$ cat src/rtl/axis_arb_pkg.sv
// Shared types and sizing helpers for the AXI-Stream UART TX arbiter.
// Build option: AXIS_ARB_PKT_LOCK_EN selects packet-locked grants with a
// beat watchdog; without it the arbiter rotates on every beat.
package axis_arb_pkg;

  typedef enum logic {
    IDLE = 1'b0,
    BUSY = 1'b1
  } arb_state_e;

  // Grant index width: clog2 of the requester count, never less than 1 bit.
  function automatic int idx_width(input int n_req);
    return (n_req > 1) ? $clog2(n_req) : 1;
  endfunction

  // Beat counter width: must be able to hold the value max_beats itself.
  function automatic int cnt_width(input int max_beats);
    return $clog2(max_beats + 1);
  endfunction

endpackage

$ cat src/rtl/axis_rr_picker.sv
// Combinational round-robin first-one search. The search starts one past
// last_i and wraps, so the most recent owner has the lowest priority.
module axis_rr_picker
  import axis_arb_pkg::*;
#(
  parameter int N_REQ = 4,
  parameter int IDX_W = idx_width(N_REQ)
) (
  input  logic [N_REQ-1:0] req_i,
  input  logic [IDX_W-1:0] last_i,
  output logic [IDX_W-1:0] idx_o,
  output logic             vld_o
);

  int   cand;
  logic found;

  // Walk the requesters in rotated order and keep the first active one.
  always_comb begin
    cand  = 0;
    found = 1'b0;
    idx_o = '0;
    for (int i = 1; i <= N_REQ; i++) begin
      cand = (int'(last_i) + i) % N_REQ;
      if (!found && req_i[cand[IDX_W-1:0]]) begin
        found = 1'b1;
        idx_o = cand[IDX_W-1:0];
      end
    end
    vld_o = found;
  end

endmodule

$ cat src/rtl/axis_uart_tx_arb.sv
// Round-robin AXI-Stream arbiter in front of a single UART TX slave port.
// The owner's beats pass straight through to the master port; one IDLE
// cycle separates every pair of grants.
// Build option: AXIS_ARB_PKT_LOCK_EN holds each grant until tlast or until
// MAX_BEATS handshakes (watchdog, pulses timeout_o). Without it every
// handshake releases the grant and timeout_o is tied low.
// Valid/ready: a beat moves only on a cycle where m_axis_tvalid_o and
// m_axis_tready_i are both high; the owner's tready mirrors m_axis_tready_i
// and every other requester sees tready low.
module axis_uart_tx_arb
  import axis_arb_pkg::*;
#(
  parameter  int N_REQ      = 4,
  parameter  int DATA_WIDTH = 8,
  parameter  int MAX_BEATS  = 256,
  localparam int IDX_W      = idx_width(N_REQ)
) (
  input  logic                        clk_i,
  input  logic                        rst_i,
  input  logic [N_REQ*DATA_WIDTH-1:0] s_axis_tdata_i,
  input  logic [N_REQ-1:0]            s_axis_tvalid_i,
  input  logic [N_REQ-1:0]            s_axis_tlast_i,
  output logic [N_REQ-1:0]            s_axis_tready_o,
  output logic [DATA_WIDTH-1:0]       m_axis_tdata_o,
  output logic                        m_axis_tvalid_o,
  output logic                        m_axis_tlast_o,
  input  logic                        m_axis_tready_i,
  output logic [IDX_W-1:0]            grant_o,
  output logic                        busy_o,
  output logic                        timeout_o
);

  localparam int CNT_W = cnt_width(MAX_BEATS);

  arb_state_e            state_q, state_d;
  logic [IDX_W-1:0]      grant_q, grant_d;
  logic [IDX_W-1:0]      last_q, last_d;
  logic [IDX_W-1:0]      pick_idx;
  logic                  pick_vld;
  logic                  active;
  logic                  hs;
  logic [DATA_WIDTH-1:0] own_data;
  logic                  own_valid;
  logic                  own_last;

`ifdef AXIS_ARB_PKT_LOCK_EN
  localparam logic [CNT_W-1:0] LAST_CNT = CNT_W'(MAX_BEATS - 1);
  logic [CNT_W-1:0] beat_cnt_q, beat_cnt_d;
  logic             timeout_q, timeout_d;
  assign timeout_o = timeout_q;
`else
  // Watchdog is absent in beat-level mode; MAX_BEATS is only sized here.
  logic [CNT_W-1:0] unused_max_beats;
  assign unused_max_beats = CNT_W'(MAX_BEATS);
  assign timeout_o        = 1'b0;
`endif

  axis_rr_picker #(
    .N_REQ (N_REQ),
    .IDX_W (IDX_W)
  ) u_picker (
    .req_i  (s_axis_tvalid_i),
    .last_i (last_q),
    .idx_o  (pick_idx),
    .vld_o  (pick_vld)
  );

  assign grant_o = grant_q;
  assign busy_o  = (state_q == BUSY);

  // Pass-through mux from the owner; reset blocks any beat in its own cycle.
  always_comb begin
    active          = (state_q == BUSY) && !rst_i;
    own_data        = s_axis_tdata_i[grant_q*DATA_WIDTH +: DATA_WIDTH];
    own_valid       = s_axis_tvalid_i[grant_q];
    own_last        = s_axis_tlast_i[grant_q];
    m_axis_tvalid_o = active & own_valid;
    m_axis_tlast_o  = active & own_last;
    m_axis_tdata_o  = active ? own_data : '0;
    s_axis_tready_o = '0;
    if (active) begin
      s_axis_tready_o[grant_q] = m_axis_tready_i;
    end
    hs = m_axis_tvalid_o & m_axis_tready_i;
  end

  // Grant/release decisions: acquire in IDLE, release on the deciding beat.
  always_comb begin
    state_d = state_q;
    grant_d = grant_q;
    last_d  = last_q;
`ifdef AXIS_ARB_PKT_LOCK_EN
    beat_cnt_d = beat_cnt_q;
    timeout_d  = 1'b0;
`endif
    case (state_q)
      IDLE: begin
        if (pick_vld) begin
          grant_d = pick_idx;
          state_d = BUSY;
        end
      end
      BUSY: begin
        if (hs) begin
`ifdef AXIS_ARB_PKT_LOCK_EN
          if (m_axis_tlast_o) begin
            state_d    = IDLE;
            last_d     = grant_q;
            beat_cnt_d = '0;
          end else if (beat_cnt_q == LAST_CNT) begin
            state_d    = IDLE;
            last_d     = grant_q;
            beat_cnt_d = '0;
            timeout_d  = 1'b1;
          end else begin
            beat_cnt_d = beat_cnt_q + CNT_W'(1);
          end
`else
          state_d = IDLE;
          last_d  = grant_q;
`endif
        end
      end
      default: state_d = IDLE;
    endcase
  end

  // State register; reset leaves requester 0 as the first winner.
  always_ff @(posedge clk_i) begin
    if (rst_i) begin
      state_q <= IDLE;
      grant_q <= '0;
      last_q  <= IDX_W'(N_REQ - 1);
`ifdef AXIS_ARB_PKT_LOCK_EN
      beat_cnt_q <= '0;
      timeout_q  <= 1'b0;
`endif
    end else begin
      state_q <= state_d;
      grant_q <= grant_d;
      last_q  <= last_d;
`ifdef AXIS_ARB_PKT_LOCK_EN
      beat_cnt_q <= beat_cnt_d;
      timeout_q  <= timeout_d;
`endif
    end
  end

endmodule

$ cat config.mk
export PLATFORM = sky130hd
export DESIGN_NAME = axis_uart_tx_arb
export DESIGN_NICKNAME = d
export VERILOG_FILES = /design/src/rtl/axis_arb_pkg.sv /design/src/rtl/axis_rr_picker.sv /design/src/rtl/axis_uart_tx_arb.sv
export SDC_FILE = /design/constraint.sdc
export NUM_CORES = 1
export LEC_CHECK = 0
export ABC_CLOCK_PERIOD_IN_PS = 4500
export CAP_MARGIN = 20
export CORE_MARGIN = 5
export CORE_UTILIZATION = 25
export DETAILED_ROUTE_END_ITERATION = 7
export DONT_BUFFER_PORTS = 1
export PLACE_DENSITY = 0.46
export SYNTH_ARGS = -nofsm -noshare
export SYNTH_HDL_FRONTEND = slang
export SYNTH_HIERARCHICAL = 1
export SYNTH_SLANG_ARGS = --single-unit
$ cat constraint.sdc
create_clock -name clk_i -period 4.5 [get_ports clk_i]
set_input_delay 0.45 -clock clk_i [delete_from_list [all_inputs] [get_ports clk_i]]
set_output_delay 0.45 -clock clk_i [all_outputs]
set_load 0.02 [all_outputs]
==> results of run 1 <==
[logic make-up (layout without fill, tap and decap cells)]
kind of cell / after synthesis / after routing / share of synthesized area, %
other: 1 / 1 / 0.551
buffers and inverters: 7 / 5 / 6.06
DFF: 5 / 5 / 14.7
AOI/OAI and AO/OA: 9 / 9 / 9.93
muxes: 15 / 15 / 41.7
and+or+nand+nor: 31 / 31 / 27.0
[layout make-up]
class / instances / area [um^2]
fillers: 294 / 1980
multi-input cells: 56 / 539
flip-flops and latches: 5 / 100
well taps: 31 / 38.8
clock buffers: 4 / 26.3
inverters: 1 / 3.75
[per-stage QoR]
stage | cell area (um^2) | cells | utilization (%) | setup slack, ns | total power (uW)
floorplan | 681 | 68 | - | 2.50 | 105
global placement | 682 | 93 | 25.4 | 2.17 | 108
detailed placement | 682 | 93 | 25.4 | 2.11 | 109
CTS | 708 | 97 | 26.4 | 1.85 | 162
global route | 708 | 97 | 26.4 | 1.74 | 172
finish | 708 | 97 | 26.4 | 1.91 | 158
[worst paths after layout]
path / startpoint / to / slack (ns)
setup / recovery: grant_o[0]$_SDFFE_PP0P_ / m_axis_tvalid_o / 1.91
hold / removal: rst_i / grant_o[0]$_SDFFE_PP0P_ / 0.27
setup reg to reg: grant_o[0]$_SDFFE_PP0P_ / last_q[1]$_SDFFE_PP1P_ / 2.37
hold reg to reg: last_q[0]$_SDFFE_PP1P_ / last_q[0]$_SDFFE_PP1P_ / 0.57
[report_power, final]
group / leakage, uW / switching, uW / internal, uW
clock: 0.0000150 / 17.7 / 33.5
sequential: 0.0000411 / 13.0 / 47.2
combinational: 0.000179 / 20.4 / 26.6
total: 0.000236 / 51.2 / 107
[layer usage]
layer | GRT usage (%) | routed length (um) | vias to the layer above
li1 | - | - | 258
met3 | 8.83 | 374 | 0
met5 | 0 | 0 | -
met2 | 15.2 | 877 | 42
met1 | 10.4 | 651 | 262
met4 | 2.44 | 0 | 0
[synthesized netlist by cell type (2+ instances only)]
| master | count | area (um^2) |
|---|---|---|
| sky130_fd_sc_hd__dfxtp_1 | 5 | 100 |
| sky130_fd_sc_hd__nand2b_1 | 3 | 18.8 |
| sky130_fd_sc_hd__mux2i_1 | 4 | 40.0 |
| sky130_fd_sc_hd__and2_1 | 10 | 62.6 |
| sky130_fd_sc_hd__nor2b_1 | 2 | 12.5 |
| sky130_fd_sc_hd__buf_2 | 3 | 15.0 |
| sky130_fd_sc_hd__a21oi_1 | 3 | 15.0 |
| sky130_fd_sc_hd__nor3b_1 | 2 | 15.0 |
| sky130_fd_sc_hd__mux4_1 | 2 | 52.6 |
| sky130_fd_sc_hd__mux4_2 | 8 | 180 |
| sky130_fd_sc_hd__nor2_1 | 6 | 22.5 |
| sky130_fd_sc_hd__a311oi_1 | 2 | 17.5 |
[sequential cells by signal, indices dropped and copies added, names as in the netlist]
register  cells
last_q        2
busy_o        1
grant_o       2
[worst max-delay path, delay by kind of cell, from the launching register on]
| kind | cells | cell delay [ns] |
|---|---|---|
| flip-flops | 1 | 0.99 |
| multiplexers | 1 | 0.65 |
| AND/OR/NAND/NOR | 1 | 0.25 |
==> results.yml, run 1 <==
synth:
  synth.distinct_cells: 30
  yosys_warnings: 6
  synthesis.area_um2: 681
  number_of_enable_type_register_cells_in_the_synthesized_netlist: 0
  synth_nets: 111
  syn_area_per_cell_um2: 10.0
  postSynthRegisterBits: 5
  asyncSetResetFlopFracSynth_pct: 0
  syn_inst: 68
  synth_top_flop_cell: "sky130_fd_sc_hd__dfxtp_1"
  seq_area_frac_synth_pct: 14.7
place:
  routabilityCongestion: 0.695
  port-buffer-count: 0
  dp.final_hpwl_mm: 1.55
global_routing:
  first_pass_grt_wire_length_mm: 3.08
  grt-ovfl-total: 0
  maximum_number_of_pins_on_one_net_before_global_route_repair: 20
  antenna_found_initial: 0
  grt_pass1_vias: 597
  track_usage_pct: 10.1
worst_hold_path:
  hp-class: "in -> reg"
  min_delay_path_depth: 1
floorplan:
  core-area_um2: 2690
  top_level_ports: 61
  start_util_pct: 25.3
  dieHeight_um: 62.2
  horiz_die_dim_um: 62.2
  floorplan.die_area_um2: 3870
  rows: 19
worst_setup_path:
  setup.worst_path.start_class: "flop"
  setup.worst_path.class: "reg -> out"
  reg2regPathDepth: 3
  required_ns: 4.05
  crit_arrival_ns: 2.14
  critPathMaxFanout: 18
  cp_cell_sequence: "mux4_2, and2_1"
  worst_path_largest_cell_delay_ns: 0.99
  crit_path_top_delay_cell: "sky130_fd_sc_hd__dfxtp_1"
  timing.critical_path.to_type: "output port"
cts:
  clk_latency_ns: 0.24
  clock_path_buffers: 2
  cts-resized-gates: 0
  htree_levels: 1
  cts_tree: "done"
  cts-buffers-inserted: 3
  tritoncts_num_sinks: 5
  clkTransAtPathRegs_ns: 0.04
  ctsHoldBuffers: 0
  cts_root_buffer: "sky130_fd_sc_hd__clkbuf_4"
  post_cts.repair.setup_buffers: 0
route:
  detailedRoute.firstIterationViolations: 25
  totalWireLength_mm: 1.90
  vias_per_cell: 5.79
  post_drt_wl_per_cell_um: 19.6
  antenna_left: 0
  detail_route.first_pass.iterations: 4
  detailroute.via_count: 562
  drc: 0
flow_run:
  maxCapViolations: 0
timing:
  finalHoldWorstSlack_ns: 0.274
  clock_tree_skew_after_final_layout_ns: 0.00341
  setup_viol: 0
  timing.final.hold_violations: 0
  final.period_utilization_pct: 57.6
  drv_slew: 0
  achievable-frequency_mhz: 386
  grt_setup_unrepaired: "no"
  max-slew-margin-rel_pct: 32.0
  final.setup.tns_ns: 0
  layout_min_cycle_time_ns: 2.59
  max_slew.worst_pin.slew_ns: 1.02
status:
  status: "completed"
pwr:
  pleak_uw: 0.000236
  power_density_nw_per_um2: 224
  power.ir.vdd_worst_mv: 0.201
final_layout:
  mostFrequentLayoutCells: "sky130_fd_sc_hd__and2_1 (10), sky130_fd_sc_hd__mux4_2 (8), sky130_fd_sc_hd__nor2_1 (6), sky130_fd_sc_hd__dfxtp_1 (5), sky130_fd_sc_hd__mux2i_1 (4)"
  drive_above_1_share_pct: 21.2
  mostFrequentLayoutCell: "sky130_fd_sc_hd__and2_1"
  number_of_diodes: 0
  area.growth.synth_to_final_pct: 4.04
  final_layout_net_count: 110
Note: power is estimated with default switching activity, not from simulation.
==> inputs of run 2 (changes only) <==
- ABC_CLOCK_PERIOD_IN_PS: 4500 -> 2100
- PLACE_DENSITY: 0.46 -> 0.48
- clock period: 4.5 -> 2.1 ns (I/O delays scaled with it)
==> run 2 against run 1 <==
Sequential share of layout area fell by 1.1 points. Die area did not move. Clock-buffer cell count did not move. Critical path depth rose by 1. Worst hold slack got worse by 0.24 ns. Clock skew rose by 0.0028 ns. Wire length fell by 1.2%.
==> results.yml, run 2 (synthesis results as in run 1) <==
worst_setup_path:
  reg2reg_slack_ns: 0.54
  worst_r2r_start: "grant_o[0]$_SDFFE_PP0P_"
  reg2regPathDepth: 4
  critPathMaxFanout: 7
  crit_path_top_delay_cell: "sky130_fd_sc_hd__mux4_1"
  timing.critical_path.to_type: "output port"
  required_ns: 1.89
  crit_arrival_ns: 1.59
  worst_path_largest_cell_delay_ns: 0.56
  setup.worst_path.start_class: "flop"
  setup.worst_path.class: "reg -> out"
  cp_cell_sequence: "buf_4, mux4_1, and2_1"
  r2r-end: "last_q[1]$_SDFFE_PP1P_"
cts:
  htree_levels: 1
  clkTransAtPathRegs_ns: 0.05
  cts_tree: "done"
  tritoncts_num_sinks: 5
  cts-resized-gates: 0
  cts-buffers-inserted: 3
  cts_root_buffer: "sky130_fd_sc_hd__clkbuf_4"
  clk_latency_ns: 0.25
  clock_path_buffers: 2
  post_cts.repair.setup_buffers: 0
  ctsHoldBuffers: 0
pwr:
  seqPwrFrac_pct: 31.2
  power_density_nw_per_um2: 458
  pleak_uw: 0.000278
  part_of_the_power_in_combinational_logic_pct: 36.8
  total_switching_power_uw: 113
  power.ir.vdd_worst_mv: 0.330
  switching_share_pct: 32.2
  power.share.clock_pct: 32.0
  power_report.internal_total_uw: 239
place:
  routabilityCongestion: 0.717
  post_dp_cell_area_um2: 742
  port-buffer-count: 0
  dp.cells: 101
  preCtsSetupSlack_ns: 0.544
  dp.final_hpwl_mm: 1.61
route:
  drc: 0
  detailedRoute.firstIterationViolations: 15
  antenna_left: 0
  post_drt_wl_per_cell_um: 17.9
  totalWireLength_mm: 1.88
  vias_per_cell: 5.72
  detailroute.via_count: 601
  detail_route.first_pass.iterations: 4
worst_hold_path:
  hp-class: "in -> reg"
  min_delay_path_depth: 1
  min_from: "rst_i"
  hold-path-endpoint: "grant_o[0]$_SDFFE_PP0P_"
global_routing:
  maximum_number_of_pins_on_one_net_before_global_route_repair: 13
  antenna_found_initial: 0
  grt_pass1_vias: 585
  first_pass_grt_wire_length_mm: 2.90
  track_usage_pct: 9.05
  grt-ovfl-total: 0
timing:
  final.period_utilization_pct: 85.5
  grt_setup_unrepaired: "no"
  clock_tree_skew_after_final_layout_ns: 0.00618
  final.setup.tns_ns: 0
  drv_slew: 0
  achievable-frequency_mhz: 557
  final_critical_path_setup_slack_ns: 0.305
  layout_min_cycle_time_ns: 1.80
  setup_viol: 0
  timing.final.hold_violations: 0
floorplan:
  core-area_um2: 2690
  rows: 19
  horiz_die_dim_um: 62.2
  dieHeight_um: 62.2
  top_level_ports: 61
  floorplan.die_area_um2: 3870
  start_util_pct: 25.3
final_layout:
  mostFrequentLayoutCells: "sky130_fd_sc_hd__and2_1 (10), sky130_fd_sc_hd__mux4_2 (8), sky130_fd_sc_hd__buf_4 (8), sky130_fd_sc_hd__nor2_1 (6), sky130_fd_sc_hd__dfxtp_1 (5)"
  area.growth.synth_to_final_pct: 12.9
  mostFrequentLayoutCell: "sky130_fd_sc_hd__and2_1"
  final_cell_area_um2: 768
  number_of_diodes: 0
  layoutNonFillerInstCount: 105
  final_layout_net_count: 118
  drive_above_1_share_pct: 29.7
status:
  status: "completed"
flow_run:
  maxCapViolations: 0
## run 2: changes by cell type in the layout (fill, tap and decap cells not counted)
cell,delta
sky130_fd_sc_hd__buf_4,+8
## run 2: layout make-up
| type | instances | area, um^2 |
|---|---|---|
| Timing Repair Buffer | 8 | 60.1 |
| Clock buffer | 4 | 26.3 |
| Multi-Input combinational cell | 56 | 539 |
| Tap cell | 31 | 38.8 |
| Sequential cell | 5 | 100 |
| Inverter | 1 | 3.75 |
| Fill cell | 282 | 1920 |
## run 2: stage by stage
step | utilization [%] | total power [uW] | hold WS [ns]
after global routing | 28.6 | 373 | 0.0239
after detailed placement | 27.6 | 243 | 0.286
after global placement | 27.6 | 242 | 0.286
final | 28.6 | 352 | 0.0328
after CTS | 28.6 | 357 | 0.0262
after floorplan | - | 224 | 0.282
## run 2: power groups by stage
stage | registers [uW] | logic, uW | clock network (uW)
after detailed placement | 111 | 131 | 0
final | 110 | 130 | 113
after global placement | 111 | 131 | 0
after floorplan | 113 | 111 | 0
after global routing | 111 | 141 | 120
after CTS | 110 | 132 | 116
## run 2: critical path, delay by kind of cell (launching register included)
family | cells | cell delay, ns
buffers and inverters | 1 | 0.21
flip-flops | 1 | 0.32
multiplexers | 1 | 0.56
AND/OR/NAND/NOR | 1 | 0.24
## run 2: routing by layer
| layer | track usage (%) | wire length [um] | up-vias |
|---|---|---|---|
| met5 | 0 | 0 | - |
| met4 | 1.63 | 30 | 0 |
| met3 | 6.67 | 292 | 4 |
| met2 | 15.5 | 955 | 46 |
| met1 | 8.71 | 603 | 273 |
| li1 | - | - | 278 |
## run 2: worst max-delay path by stage
stage | start | end | slack, ns | cells after the start
floorplan | grant_o[0]$_SDFFE_PP0P_ | m_axis_tdata_o[4] | 0.34 | 4
global placement | grant_o[0]$_SDFFE_PP0P_ | last_q[1]$_SDFFE_PP1P_ | 0.55 | 4
detailed placement | grant_o[0]$_SDFFE_PP0P_ | last_q[1]$_SDFFE_PP1P_ | 0.54 | 4
CTS | grant_o[0]$_SDFFE_PP0P_ | m_axis_tdata_o[7] | 0.28 | 3
global route | busy_o$_SDFF_PP0_ | m_axis_tlast_o | 0.18 | 3
finish | grant_o[0]$_SDFFE_PP0P_ | m_axis_tdata_o[7] | 0.30 | 3
==> inputs of run 3 (changes only) <==
- SYNTH_HIERARCHICAL: 1 -> unset
==> run 3 against run 2 <==
Final cell count is 1.9% higher. Sequential power about the same. Maximum frequency fell by 0.17%. Critical path type unchanged. Critical endpoint is now m_axis_tdata_o[0]. Largest power group unchanged.
==> results.yml, run 3 <==
pwr:
  pleak_uw: 0.000287
  total_switching_power_uw: 121
  power.ir.vdd_worst_mv: 0.280
  power_density_nw_per_um2: 468
  switching_share_pct: 32.8
  part_of_the_power_in_combinational_logic_pct: 39.3
  power_report.internal_total_uw: 248
  power.share.clock_pct: 31.3
  seqPwrFrac_pct: 29.5
final_layout:
  number_of_diodes: 0
  area.growth.synth_to_final_pct: 13.9
  layout.filler_cells: 291
  mostFrequentLayoutCells: "sky130_fd_sc_hd__and2_1 (10), sky130_fd_sc_hd__buf_4 (10), sky130_fd_sc_hd__mux4_1 (7), sky130_fd_sc_hd__nor2_1 (6)"
  multi_input_comb_area_um2: 546
  layout.area.seq_um2: 100
  drive_above_1_share_pct: 23.7
  final_layout_net_count: 120
route:
  drc: 0
  detailedRoute.firstIterationViolations: 15
  detail_route.first_pass.iterations: 4
  detailroute.via_count: 615
  totalWireLength_mm: 1.97
  post_drt_wl_per_cell_um: 18.4
  antenna_left: 0
  vias_per_cell: 5.75
synth:
  synth.area.top_cells: "sky130_fd_sc_hd__mux4_1 (27%), sky130_fd_sc_hd__dfxtp_1 (14%), sky130_fd_sc_hd__mux4_2 (9.7%), sky130_fd_sc_hd__and2_1 (9.0%), sky130_fd_sc_hd__nor2b_1 (4.5%)"
  synth_nets: 113
  synth.distinct_cells: 29
  asyncSetResetFlopFracSynth_pct: 0
  synth_top_flop_cell: "sky130_fd_sc_hd__dfxtp_1"
  synth-compound-area-share_pct: 11.7
  syn_inst: 70
  seq_area_frac_synth_pct: 14.4
  synth_most_common_cell: "sky130_fd_sc_hd__and2_1"
  number_of_enable_type_register_cells_in_the_synthesized_netlist: 0
  synthesis.area_um2: 693
  syn_area_per_cell_um2: 9.90
  synth-adder-area-share_pct: 0
  yosys.area_share.simple_pct: 27.1
  synth_area_leader_cell: "sky130_fd_sc_hd__mux4_1"
  yosys_warnings: 0
  top_cells_by_count_synth: "sky130_fd_sc_hd__and2_1 (10), sky130_fd_sc_hd__mux4_1 (7), sky130_fd_sc_hd__nor2_1 (6)"
  post-synth-top-area-fraction_pct: 26.5
  synthMuxAreaShare_pct: 39.4
  postSynthRegisterBits: 5
  synth_top_family_by_area: "multiplexers"
  post_synth_xor_area_fraction_pct: 0
cts:
  ctsHoldBuffers: 0
  clk_latency_ns: 0.25
  tritoncts_num_sinks: 5
  cts_tree: "done"
  htree_levels: 1
  clkTransAtPathRegs_ns: 0.05
  post_cts.repair.setup_buffers: 0
  cts-buffers-inserted: 3
  clock_path_buffers: 2
  cts-resized-gates: 0
  cts_root_buffer: "sky130_fd_sc_hd__clkbuf_4"
place:
  dp.final_hpwl_mm: 1.63
  routabilityCongestion: 0.778
  port-buffer-count: 0
floorplan:
  core-area_um2: 2710
  horiz_die_dim_um: 62.7
  top_level_ports: 61
  rows: 19
  start_util_pct: 25.6
  dieHeight_um: 62.7
  floorplan.die_area_um2: 3930
global_routing:
  antenna_found_initial: 0
  maximum_number_of_pins_on_one_net_before_global_route_repair: 11
  grt-ovfl-total: 0
  first_pass_grt_wire_length_mm: 3.11
  track_usage_pct: 9.72
  grt_pass1_vias: 607
timing:
  final.setup.tns_ns: 0
  grt_setup_unrepaired: "no"
  achievable-frequency_mhz: 556
  final.period_utilization_pct: 85.6
  setup_viol: 0
  clock_tree_skew_after_final_layout_ns: 0.00372
  timing.final.hold_violations: 0
  finalHoldWorstSlack_ns: 0.0270
  layout_min_cycle_time_ns: 1.80
  drv_slew: 0
worst_hold_path:
  min_from: "rst_i"
  hp-class: "in -> reg"
flow_run:
  maxCapViolations: 0
worst_setup_path:
  worst_path_largest_cell_delay_ns: 0.57
  worst_r2r_start: "grant_o[0]$_SDFFE_PP0P_"
  setup.worst_path.class: "reg -> out"
  crit_path_top_delay_cell: "sky130_fd_sc_hd__mux4_1"
  cp_cell_sequence: "buf_4, mux4_1, and2_1"
  critPathMaxFanout: 10
  required_ns: 1.89
  crit_arrival_ns: 1.59
  setup.worst_path.start_class: "flop"
  timing.critical_path.to_type: "output port"
  worstSetupStartpoint: "grant_o[0]$_SDFFE_PP0P_"
status:
  status: "completed"
-- run 3: path summary, 6_finish.rpt --
| path | to | slack, ns | cells past startpoint |
|---|---|---|---|
| hold / removal | grant_o[0]$_SDFFE_PP0P_ | 0.03 | 1 |
| setup / recovery | m_axis_tdata_o[0] | 0.30 | 3 |
| setup reg to reg | last_q[0]$_SDFFE_PP1P_ | 0.56 | 4 |
| hold reg to reg | last_q[1]$_SDFFE_PP1P_ | 0.55 | 2 |
-- run 3: logic make-up (layout without fill, tap and decap cells) --
logic type,Yosys count,count (layout)
DFF,5,5
other,1,1
muxes,12,12
AOI/OAI and AO/OA,12,12
buffers and inverters,9,15
and+or+nand+nor,31,31
-- run 3: metal layers --
metal	GRT usage, %	routed length, um	vias up
li1	-	-	285
met5	0	0	-
met1	10.8	764	280
met2	15.4	881	50
met4	1.59	0	0
met3	6.83	320	0
-- run 3: cell type report --
| type | count | share of cell area, % |
|---|---|---|
| flip-flops and latches | 5 | 12.7 |
| clock buffers | 4 | 3.33 |
| repair buffers | 10 | 9.51 |
| well taps | 31 | 4.91 |
| inverters | 1 | 0.475 |
| multi-input cells | 56 | 69.1 |
-- run 3: power by group through the flow --
stage	clock, uW	sequential [uW]	combinational [uW]
4_1_cts	119	109	148
3_5_place_dp	0	111	149
5_1_grt	124	110	158
2_1_floorplan	0	113	121
6_report	116	109	145
3_3_place_gp	0	111	146
-- run 3: critical path: cells and delay by family, from the launching register on --
kind / cells / cell delay [ns]
multiplexers: 1 / 0.57
flip-flops: 1 / 0.32
AND/OR/NAND/NOR: 1 / 0.24
buffers and inverters: 1 / 0.20
-- run 3: stage by stage --
stage,worst slack [ns],total power (uW),cell area [um^2],instances,util [%]
after floorplan,0.344,234,693,70,-
after global placement,0.562,256,763,103,28.2
after detailed placement,0.541,260,763,103,28.2
after CTS,0.272,376,790,107,29.1
after global routing,0.201,392,790,107,29.1
final,0.302,369,790,107,29.1
